**src/rtl/dma_pkg.sv**
```systemverilog
// dma_pkg: register offsets, CTRL/STATUS bit indices and FSM encoding for dma_engine
package dma_pkg;
   localparam logic [2:0] OFF_SRC_LO = 3'd0;
   localparam logic [2:0] OFF_SRC_HI = 3'd1;
   localparam logic [2:0] OFF_DST_LO = 3'd2;
   localparam logic [2:0] OFF_DST_HI = 3'd3;
   localparam logic [2:0] OFF_LEN_LO = 3'd4;
   localparam logic [2:0] OFF_LEN_HI = 3'd5;
   localparam logic [2:0] OFF_CTRL = 3'd6;
   localparam int CTRL_START = 0;
   localparam int CTRL_FILL = 1;
   localparam int CTRL_ABORT = 2;
   typedef enum logic [2:0] {IDLE, REQ, RD, CAP, WR, FIN} dmaState;
endpackage

```
**src/rtl/dma_regs.sv**
```systemverilog
// dma_regs: CPU-visible register file, decode and registered readback (CTRL bit1 is FILL only with DMA_FILL_EN)
module dma_regs
   import dma_pkg::*;
#(
   parameter logic [15:0] REG_BASE = 16'h1010
) (
   input  logic        clk,
   input  logic        rst,
   input  logic [15:0] cfgAddress,
   input  logic [7:0]  cfgDin,
   input  logic        cfgWEn,
   input  logic        cfgREn,
   input  logic        busy,
   input  logic        doneSet,
   input  logic        abortSet,
   output logic        startStb,
   output logic        abortStb,
   output logic        fillSel,
   output logic [15:0] srcVal,
   output logic [15:0] dstVal,
   output logic [15:0] lenVal,
   output logic [7:0]  cfgDout
);
   logic [15:0] off;
   logic hit, ctrlWr, done, aborted;
   logic [7:0] rdData;
   assign off = cfgAddress - REG_BASE;
   assign hit = off < 16'd7;
   assign ctrlWr = cfgWEn && hit && off[2:0] == OFF_CTRL;
   // ABORT beats START in the same write, and ABORT means nothing while idle
   assign startStb = ctrlWr && cfgDin[CTRL_START] && !cfgDin[CTRL_ABORT] && !busy;
   assign abortStb = ctrlWr && cfgDin[CTRL_ABORT] && busy;
`ifdef DMA_FILL_EN
   assign fillSel = cfgDin[CTRL_FILL];
`else
   assign fillSel = 1'b0;
`endif
   always_comb begin
      rdData = 8'h00;
      case (off[2:0])
         OFF_SRC_LO: rdData = srcVal[7:0];
         OFF_SRC_HI: rdData = srcVal[15:8];
         OFF_DST_LO: rdData = dstVal[7:0];
         OFF_DST_HI: rdData = dstVal[15:8];
         OFF_LEN_LO: rdData = lenVal[7:0];
         OFF_LEN_HI: rdData = lenVal[15:8];
         OFF_CTRL:   rdData = {5'b0, aborted, done, busy};
         default:    rdData = 8'h00;
      endcase
   end
   always_ff @(posedge clk) begin
      if (rst) begin
         srcVal <= '0;
         dstVal <= '0;
         lenVal <= '0;
         done <= 1'b0;
         aborted <= 1'b0;
         cfgDout <= '0;
      end else begin
         if (cfgWEn && hit && !busy)
            case (off[2:0])
               OFF_SRC_LO: srcVal[7:0] <= cfgDin;
               OFF_SRC_HI: srcVal[15:8] <= cfgDin;
               OFF_DST_LO: dstVal[7:0] <= cfgDin;
               OFF_DST_HI: dstVal[15:8] <= cfgDin;
               OFF_LEN_LO: lenVal[7:0] <= cfgDin;
               OFF_LEN_HI: lenVal[15:8] <= cfgDin;
               default: ;
            endcase
         if (startStb) begin
            done <= 1'b0;
            aborted <= 1'b0;
         end
         if (doneSet) done <= 1'b1;
         if (abortSet) aborted <= 1'b1;
         if (cfgREn && hit) cfgDout <= rdData;
      end
   end
endmodule

```
**src/rtl/dma_engine.sv**
```systemverilog
// dma_engine: bus-mastering byte copier with register interface; define DMA_FILL_EN for constant-fill mode
module dma_engine
   import dma_pkg::*;
#(
   parameter logic [15:0] REG_BASE = 16'h1010
) (
   input  logic        clk,
   input  logic        rst,
   input  logic [15:0] cfg_address,
   input  logic [7:0]  cfg_din,
   input  logic        cfg_w_en,
   input  logic        cfg_r_en,
   output logic [7:0]  cfg_dout,
   output logic        bus_req,
   input  logic        bus_gnt,
   output logic [15:0] m_addr,
   output logic [7:0]  m_wdata,
   input  logic [7:0]  m_rdata,
   output logic        m_re,
   output logic        m_we,
   output logic        irq
);
   dmaState state;
   logic [15:0] addrS, addrD, cnt, srcVal, dstVal, lenVal;
   logic [7:0] dataBuf;
   logic fillMode, reQ, weQ, busy, doneSet, startStb, abortStb, fillSel;
   assign busy = state inside {REQ, RD, CAP, WR};
   assign doneSet = (state == WR && bus_gnt && cnt == 16'd1 && !abortStb) ||
                    ((state == IDLE || state == FIN) && startStb && lenVal == 16'd0);
   // a lost grant or a pending abort must suppress the strobe in the very cycle it happens
   assign m_re = reQ && bus_gnt;
   assign m_we = weQ && bus_gnt && !abortStb;
   dma_regs #(.REG_BASE(REG_BASE)) regs (
      .clk(clk), .rst(rst), .cfgAddress(cfg_address), .cfgDin(cfg_din),
      .cfgWEn(cfg_w_en), .cfgREn(cfg_r_en), .busy(busy), .doneSet(doneSet),
      .abortSet(abortStb), .startStb(startStb), .abortStb(abortStb), .fillSel(fillSel),
      .srcVal(srcVal), .dstVal(dstVal), .lenVal(lenVal), .cfgDout(cfg_dout)
   );
   always_ff @(posedge clk) begin
      if (rst) begin
         state <= IDLE;
         addrS <= '0;
         addrD <= '0;
         cnt <= '0;
         dataBuf <= '0;
         fillMode <= 1'b0;
         bus_req <= 1'b0;
         reQ <= 1'b0;
         weQ <= 1'b0;
         m_addr <= '0;
         m_wdata <= '0;
         irq <= 1'b0;
      end else begin
         irq <= 1'b0;
         reQ <= 1'b0;
         weQ <= 1'b0;
         if (abortStb) begin
            state <= FIN;
            bus_req <= 1'b0;
            irq <= 1'b1;
         end else
            case (state)
               IDLE, FIN: begin
                  state <= IDLE;
                  bus_req <= 1'b0;
                  if (startStb) begin
                     addrS <= srcVal;
                     addrD <= dstVal;
                     cnt <= lenVal;
                     dataBuf <= srcVal[7:0];
                     fillMode <= fillSel;
                     state <= lenVal == 16'd0 ? FIN : REQ;
                     irq <= lenVal == 16'd0;
                     bus_req <= lenVal != 16'd0;
                  end
               end
               REQ: if (bus_gnt) begin
                  state <= fillMode ? WR : RD;
                  reQ <= !fillMode;
                  weQ <= fillMode;
                  m_addr <= fillMode ? addrD : addrS;
                  m_wdata <= dataBuf;
               end
               RD: begin
                  reQ <= !bus_gnt;
                  if (bus_gnt) state <= CAP;
               end
               CAP: if (bus_gnt) begin
                  dataBuf <= m_rdata;
                  m_wdata <= m_rdata;
                  m_addr <= addrD;
                  weQ <= 1'b1;
                  state <= WR;
               end else begin
                  state <= RD;
                  reQ <= 1'b1;
               end
               WR: if (!bus_gnt)
                  weQ <= 1'b1;
               else begin
                  addrS <= addrS + 16'd1;
                  addrD <= addrD + 16'd1;
                  cnt <= cnt - 16'd1;
                  if (cnt == 16'd1) begin
                     state <= FIN;
                     bus_req <= 1'b0;
                     irq <= 1'b1;
                  end else if (fillMode) begin
                     weQ <= 1'b1;
                     m_addr <= addrD + 16'd1;
                  end else begin
                     state <= RD;
                     reQ <= 1'b1;
                     m_addr <= addrS + 16'd1;
                  end
               end
               default: state <= IDLE;
            endcase
      end
   end
endmodule

```
**config.mk**
```make
export PLATFORM = sky130hd
export DESIGN_NAME = dma_engine
export DESIGN_NICKNAME = d
export VERILOG_FILES = /design/src/rtl/dma_pkg.sv /design/src/rtl/dma_regs.sv /design/src/rtl/dma_engine.sv
export SDC_FILE = /design/constraint.sdc
export NUM_CORES = 1
export LEC_CHECK = 0
export BUFFER_PORTS_ARGS = -buffer_cell sky130_fd_sc_hd__buf_4
export CAP_MARGIN = 20
export CORE_ASPECT_RATIO = 0.75
export CORE_MARGIN = 2
export CORE_UTILIZATION = 35
export DETAILED_ROUTE_END_ITERATION = 7
export PLACE_DENSITY = 0.55
export SLEW_MARGIN = 10
export SYNTH_ARGS = -nofsm -noshare
export SYNTH_HDL_FRONTEND = slang
export SYNTH_SLANG_ARGS = --single-unit
export TNS_END_PERCENT = 10
```
**constraint.sdc**
```tcl
create_clock -name clk -period 2.5 [get_ports clk]
set_clock_uncertainty 0.1 [all_clocks]
set_input_delay 0.25 -clock clk [delete_from_list [all_inputs] [get_ports clk]]
set_output_delay 0.25 -clock clk [all_outputs]
set_load 0.1 [all_outputs]
```
# [Word level (Yosys, flattened, before mapping)]
# Cells that the tools add are included.
[word_totals] regBits=145 latch_bits=0 ram_bits=0 romBits=0 input_bits=37 output_inout_bits=36 elab_cells=145 mem_count=0
[classes] add_sub_neg=4 n_mul=0 div_mod_pow=0 n_lt_le_gt_ge=1 eq_ne=22 shifts=0 mux=47 bitwise=1 reduce_logical=49
[ops] operator="2-to-1 mux 16 bit" n=10
[ops] operator="case mux 16 bit (2 select lines)" n=3
[ops] operator="case mux 8 bit (7 select lines)" n=1
[ops] operator="case mux 16 bit (3 select lines)" n=1
[ops] operator="adder 16 x 1 -> 16 bit (second input constant)" n=2
[ops] operator="case mux 8 bit (2 select lines)" n=2
[ops] operator="2-to-1 mux 3 bit" n=8
[ops] operator="2-to-1 mux 8 bit" n=3
[ops] operator="logical AND 1 bit" n=17
[ops] operator="equality test 16 x 1 -> 1 bit (second input constant)" n=1
[ops] operator="zero test 16 bit" n=1
[ops] operator="less-than comparator 16 x 3 -> 1 bit (second input constant)" n=1
[ops] operator="nonzero test 16 bit" n=1
[ops] operator="subtractor 16 x 1 -> 16 bit (second input constant)" n=1
[ops] operator="subtractor 16 x 13 -> 16 bit (second input constant)" n=1
[ops] operator="equality test 3 bit (second input constant)" n=5
[ops] operator="case mux 3 bit (5 select lines)" n=1
[ops] operator="2-to-1 mux 1 bit" n=14
[ops] operator="equality test 3 x 2 -> 1 bit (second input constant)" n=4
[ops] operator="inequality test 2 bit (second input constant)" n=6
[ops] operator="AND reduction 2 bit" n=6
[ops] operator="AND reduction 4 bit" n=3
[ops] operator="nonzero test 2 bit" n=5
[ops] operator="inequality test 3 bit (second input constant)" n=3
[ops] operator="other kinds (13)" n=24

# [Longest topological paths before layout]
[logic_depth] word_depth=11 ltp_mapped=10 ltp_nobuf=7

# [Modules after synthesis]
# A second synthesis with hierarchy kept.
[unflattened] hier_cells=1071 hier_area_um2=8573.2
[modules_own_cells] module="dma_engine" n_inst=1 cells_each=776 area_each_um2=5551.6 seq_area_each_um2=1761.7
[modules_own_cells] module="dma_regs" n_inst=1 cells_each=295 area_each_um2=3021.6 seq_area_each_um2=1161.1

# [Worst setup path after synthesis]
# No wires, ideal clock.
[synth_path] path_type="flip-flop to flip-flop" start="reg cnt[6]" end="reg state[0]" setup_ps=68 t_arrival_ps=2300 required_time_ps=2332 path_slack_ps=33 path_stages_with_launch=9 path_buffers=2 period_less_slack_ps=2467 path_cell_list="dfxtp_1 buf_6 or4_4 buf_6 or3_4 or4_4 a211oi_2 nor2_1 a21oi_2"
[synth_via] elab_chain_len=5
[synth_rtl] element="start, declared" line="dma_engine.sv:24" rtl="logic [15:0] addrS, addrD, cnt, srcVal, dstVal, lenVal;"
[synth_rtl] element="start signal, assigned" line="dma_engine.sv:69" rtl="cnt <= lenVal;"
[synth_rtl] element="start signal, assigned" line="dma_engine.sv:103" rtl="cnt <= cnt - 16'd1;"
[synth_rtl] element="equality test 16 x 1 -> 1 bit" line="dma_engine.sv:104" rtl="if (cnt == 16'd1) begin"
[synth_rtl] element="2-to-1 mux 3 bit" line="dma_engine.sv:104"
[synth_rtl] element="2-to-1 mux 3 bit" line="dma_engine.sv:98" rtl="WR: if (!bus_gnt)"
[synth_rtl] element="case mux 3 bit (5 select lines)" line="dma_engine.sv:62" rtl="case (state)"
[synth_rtl] element="2-to-1 mux 3 bit" line="dma_engine.sv:57" rtl="if (abortStb) begin"
[synth_rtl] element="end signal, assigned" line="dma_engine.sv:72" rtl="state <= lenVal == 16'd0 ? FIN : REQ;"
[synth_rtl] element="end signal, assigned" line="dma_engine.sv:78" rtl="state <= fillMode ? WR : RD;"
[synth_rtl] element="end, declared" line="dma_engine.sv:23" rtl="dmaState state;"
# Every way passes these cells. The select of a mux whose other input is x is not followed.
# A chain may end at the register's enable or synchronous reset.

# [Worst setup path after layout]
[layout_path] start="reg state[0]" end="out m_we"
[layout_via] elab_chain_len=5 elab_cells_between_ends=8 classes_between="eq/ne: 4; reduce/logical: 4"
[layout_rtl] element="equality test 3 x 1 -> 1 bit (tied with other cells)" line="dma_engine.sv:27" rtl="assign busy = state inside {REQ, RD, CAP, WR};"
[layout_rtl] element="nonzero test 4 bit *" line="dma_engine.sv:27"
[layout_rtl] element="logical AND 1 bit *" line="dma_regs.sv:32" rtl="assign abortStb = ctrlWr && cfgDin[CTRL_ABORT] && busy;"
[layout_rtl] element="zero test 1 bit *" line="dma_engine.sv:32" rtl="assign m_we = weQ && bus_gnt && !abortStb;"
[layout_rtl] element="logical AND 1 bit *" line="dma_engine.sv:32"
[layout_rtl] element="end, declared" line="dma_engine.sv:20" rtl="output logic m_we,"
# Mark *: on every way between the ends. The rest lies on a longest branch, timed or not.

==> results.cfg <==
[run_status]
status = completed

[sta]
slew_violations = 0
layout_min_cycle_time_ps = 2475
hold_viol = 0
max_slew_margin_pct = 55.82
fin_crit_sh_pct = 98.98
max_clock_freq_mhz = 404.1
worst_slew_pin_slew_ps = 662.7
setup_viol = 0
grt_setup_unrepaired = yes

[critical_path]
cp.required_ps = 2150
crit_fanout = 5
slowest_stage = or4_4
end_kind = output pin
startpoint_type = flip-flop
critical_path_arrival_ps = 2120
crit_type = reg -> out
crit_start = state[0]$_SDFFE_PP0P_
slowest_delay_ps = 530
r2r_start = state[2]$_SDFFE_PP0P_
crit_chain = buf_4 -> o21ai_2 -> nand2_1 -> or4_4 -> and3_1 -> buf_6

[finish]
drive_gt1_share_pct = 19.60
fin_util_pct = 44.10
final_common_cell = dfxtp_1
num_antenna_cells = 0
fin_nets = 1115
fillers = 2251
stdcell_area_um2 = 9674
mostFrequentLayoutCells = 142 x dfxtp_1, 134 x buf_4, 128 x nand2_1, 100 x nor2_1, 96 x a21oi_1
area.growth.synth_to_final_pct = 24.59

[detailed_routing]
drt_iter0_drc = 877
dr.pass1.iters = 6
ant_nets = 0
routed_wl_um = 26390
drc = 0
wl_per_cell_um = 19.11
vias = 7832
vias_per_cell = 5.671

[floorplan]
fp.coreArea_um2 = 21930
ios = 73
num_rows = 47
die_area_um2 = 23410
dieWidth_um = 176.0
initial_core_util_pct = 35.40
die_y_um = 133.0

[place]
io_buffers = 72
place_congestion = 0.9109
dp_hpwl_um = 18790
place_area_um2 = 8899

[grt]
grt_overflow = 0
grt_pass1_wl_um = 40490
antenna_found_initial = 0
track_usage_pct = 22.36
grt_pass1_vias = 6842
grt_max_degree = 63

[synth]
yosysWarningCount = 0
synth_nets = 1026
syn_area_um2 = 7765
synthCells = 985
ys_types = 67
synth_area_per_cell_um2 = 7.883
synth_seq_cells = 145
synth_ff_type = dfxtp_1
ys_seq_area_share_pct = 37.38
synth-edff-count = 0
synthArstFlopShare_pct = 0

[cts]
cts_sinks = 145
cts_buffer_depth = 2
htree_levels = 4
cts_root_buf = clkbuf_16
cts_tree = done
clk_latency_ps = 440
clk_pin_slew_ps = 70
cts-buffers-inserted = 17

[run]
maxCapViolCount = 0

[power]
power.density_nw_per_um2 = 528.3
cellLeakagePower_nw = 3.511
ir_drop_uv = 407.3

[hold_path]
hold_class = in -> reg
hp-start = cfg_din[3]
## cells in the mapped netlist (all sizes together), types with 17 or more instances
cell | count | area (um2)
clkbuf | 55 | 206.5
nor4 | 19 | 118.9
a21oi | 97 | 489.2
nor2 | 100 | 375.4
dfxtp | 145 | 2903
nand3 | 39 | 195.2
o31ai | 17 | 127.6
buf | 21 | 130.1
o21ai | 66 | 330.3
nand2 | 128 | 480.5
a211oi | 40 | 305.3
and2 | 21 | 131.4
mux2i | 50 | 500.5
## sequential cells by signal, summed over array words and instances (netlist names), 3 cells and up
signal and flops:
state 3, regs.cfgDout 8, regs.srcVal 16, dataBuf 8
regs.lenVal 16, addrS 16, m_addr 16, addrD 16
cnt 16, m_wdata 8, regs.dstVal 16
## cells by family (layout without fill, tap and decap cells)
kind of cell / after synthesis / after routing / synth area share, %
AND/OR/NAND/NOR: 383 / 383 / 23.64
AO/OA/AOI/OAI: 305 / 305 / 24.83
flip-flops: 145 / 145 / 37.38
buffers and inverters: 87 / 189 / 4.947
multiplexers: 59 / 59 / 8.331
adder cells (fa/ha/maj): 4 / 4 / 0.6446
XOR/XNOR: 2 / 2 / 0.2256
## layer usage
| layer | wire length [um] | GRT usage, % |
|---|---|---|
| met3 | 2041 | 4.741 |
| met1 | 13310 | 35.18 |
| met4 | 353 | 6.015 |
| met2 | 10680 | 30.10 |
| met5 | 0 | 0 |
## report_power, final
part,total (mW),internal [mW],leakage [nW],switching [mW]
sequential,2.31,2.31,1.17,0.0000580
clock,2.62,1.42,0.281,1.21
combinational,0.179,0.0669,2.06,0.113
## critical path: cells and delay by family, from the launching register on
kind | cells | cell delay [ps]
AND/OR/NAND/NOR | 3 | 830
flip-flops | 1 | 340
buffers and inverters | 2 | 340
AO/OA/AOI/OAI | 1 | 150
## path summary, 6_finish.rpt
| check | to | slack, ps | cells past startpoint |
|---|---|---|---|
| max | m_we | 30 | 6 |
| min | regs.srcVal[3]$_SDFFE_PP0P_ | 20 | 3 |
| max reg2reg | cnt[12]$_SDFFE_PP0P_ | 90 | 13 |
| min reg2reg | regs.aborted$_SDFFE_PP0P_ | 360 | 2 |
## stage by stage
| stage | instances | total power [mW] | hold slack, ps | setup TNS [ps] | setup WS [ps] |
|---|---|---|---|---|---|
| 6_report | 1381 | 5.111 | 21.47 | 0 | 25.48 |
| 5_1_grt | 1381 | 5.249 | 19.01 | -49.56 | -17.56 |
| 4_1_cts | 1371 | 5.140 | 2.393 | 0 | 8.001 |
| 3_5_place_dp | 1337 | 2.536 | 349.9 | -2460 | -124.4 |
| 3_3_place_gp | 1337 | 2.538 | 347.6 | -2479 | -90.54 |
| 2_1_floorplan | 985 | 2.440 | 290.5 | 0 | 32.50 |
## cell type report
type,count,area [um2],area share (%)
Sequential cell,145,2909,30.07
Tap cell,294,367.9,3.802
Clock inverter,15,168.9,1.746
Timing Repair Buffer,147,1221,12.62
Multi-Input combinational cell,753,4544,46.97
Inverter,10,37.54,0.3880
Clock buffer,17,425.4,4.397
## timing repair
action / in CTS / in global routing
buffers inserted: 0 / 8
hold endpoints to repair: 3 / 0
pin swaps: 0 / 3
cloned: 0 / 2
hold buffers: 2 / 0
gates resized for setup: 5 / 13
setup endpoints to repair: 23 / 65
Power figures use the tool's default switching activity.
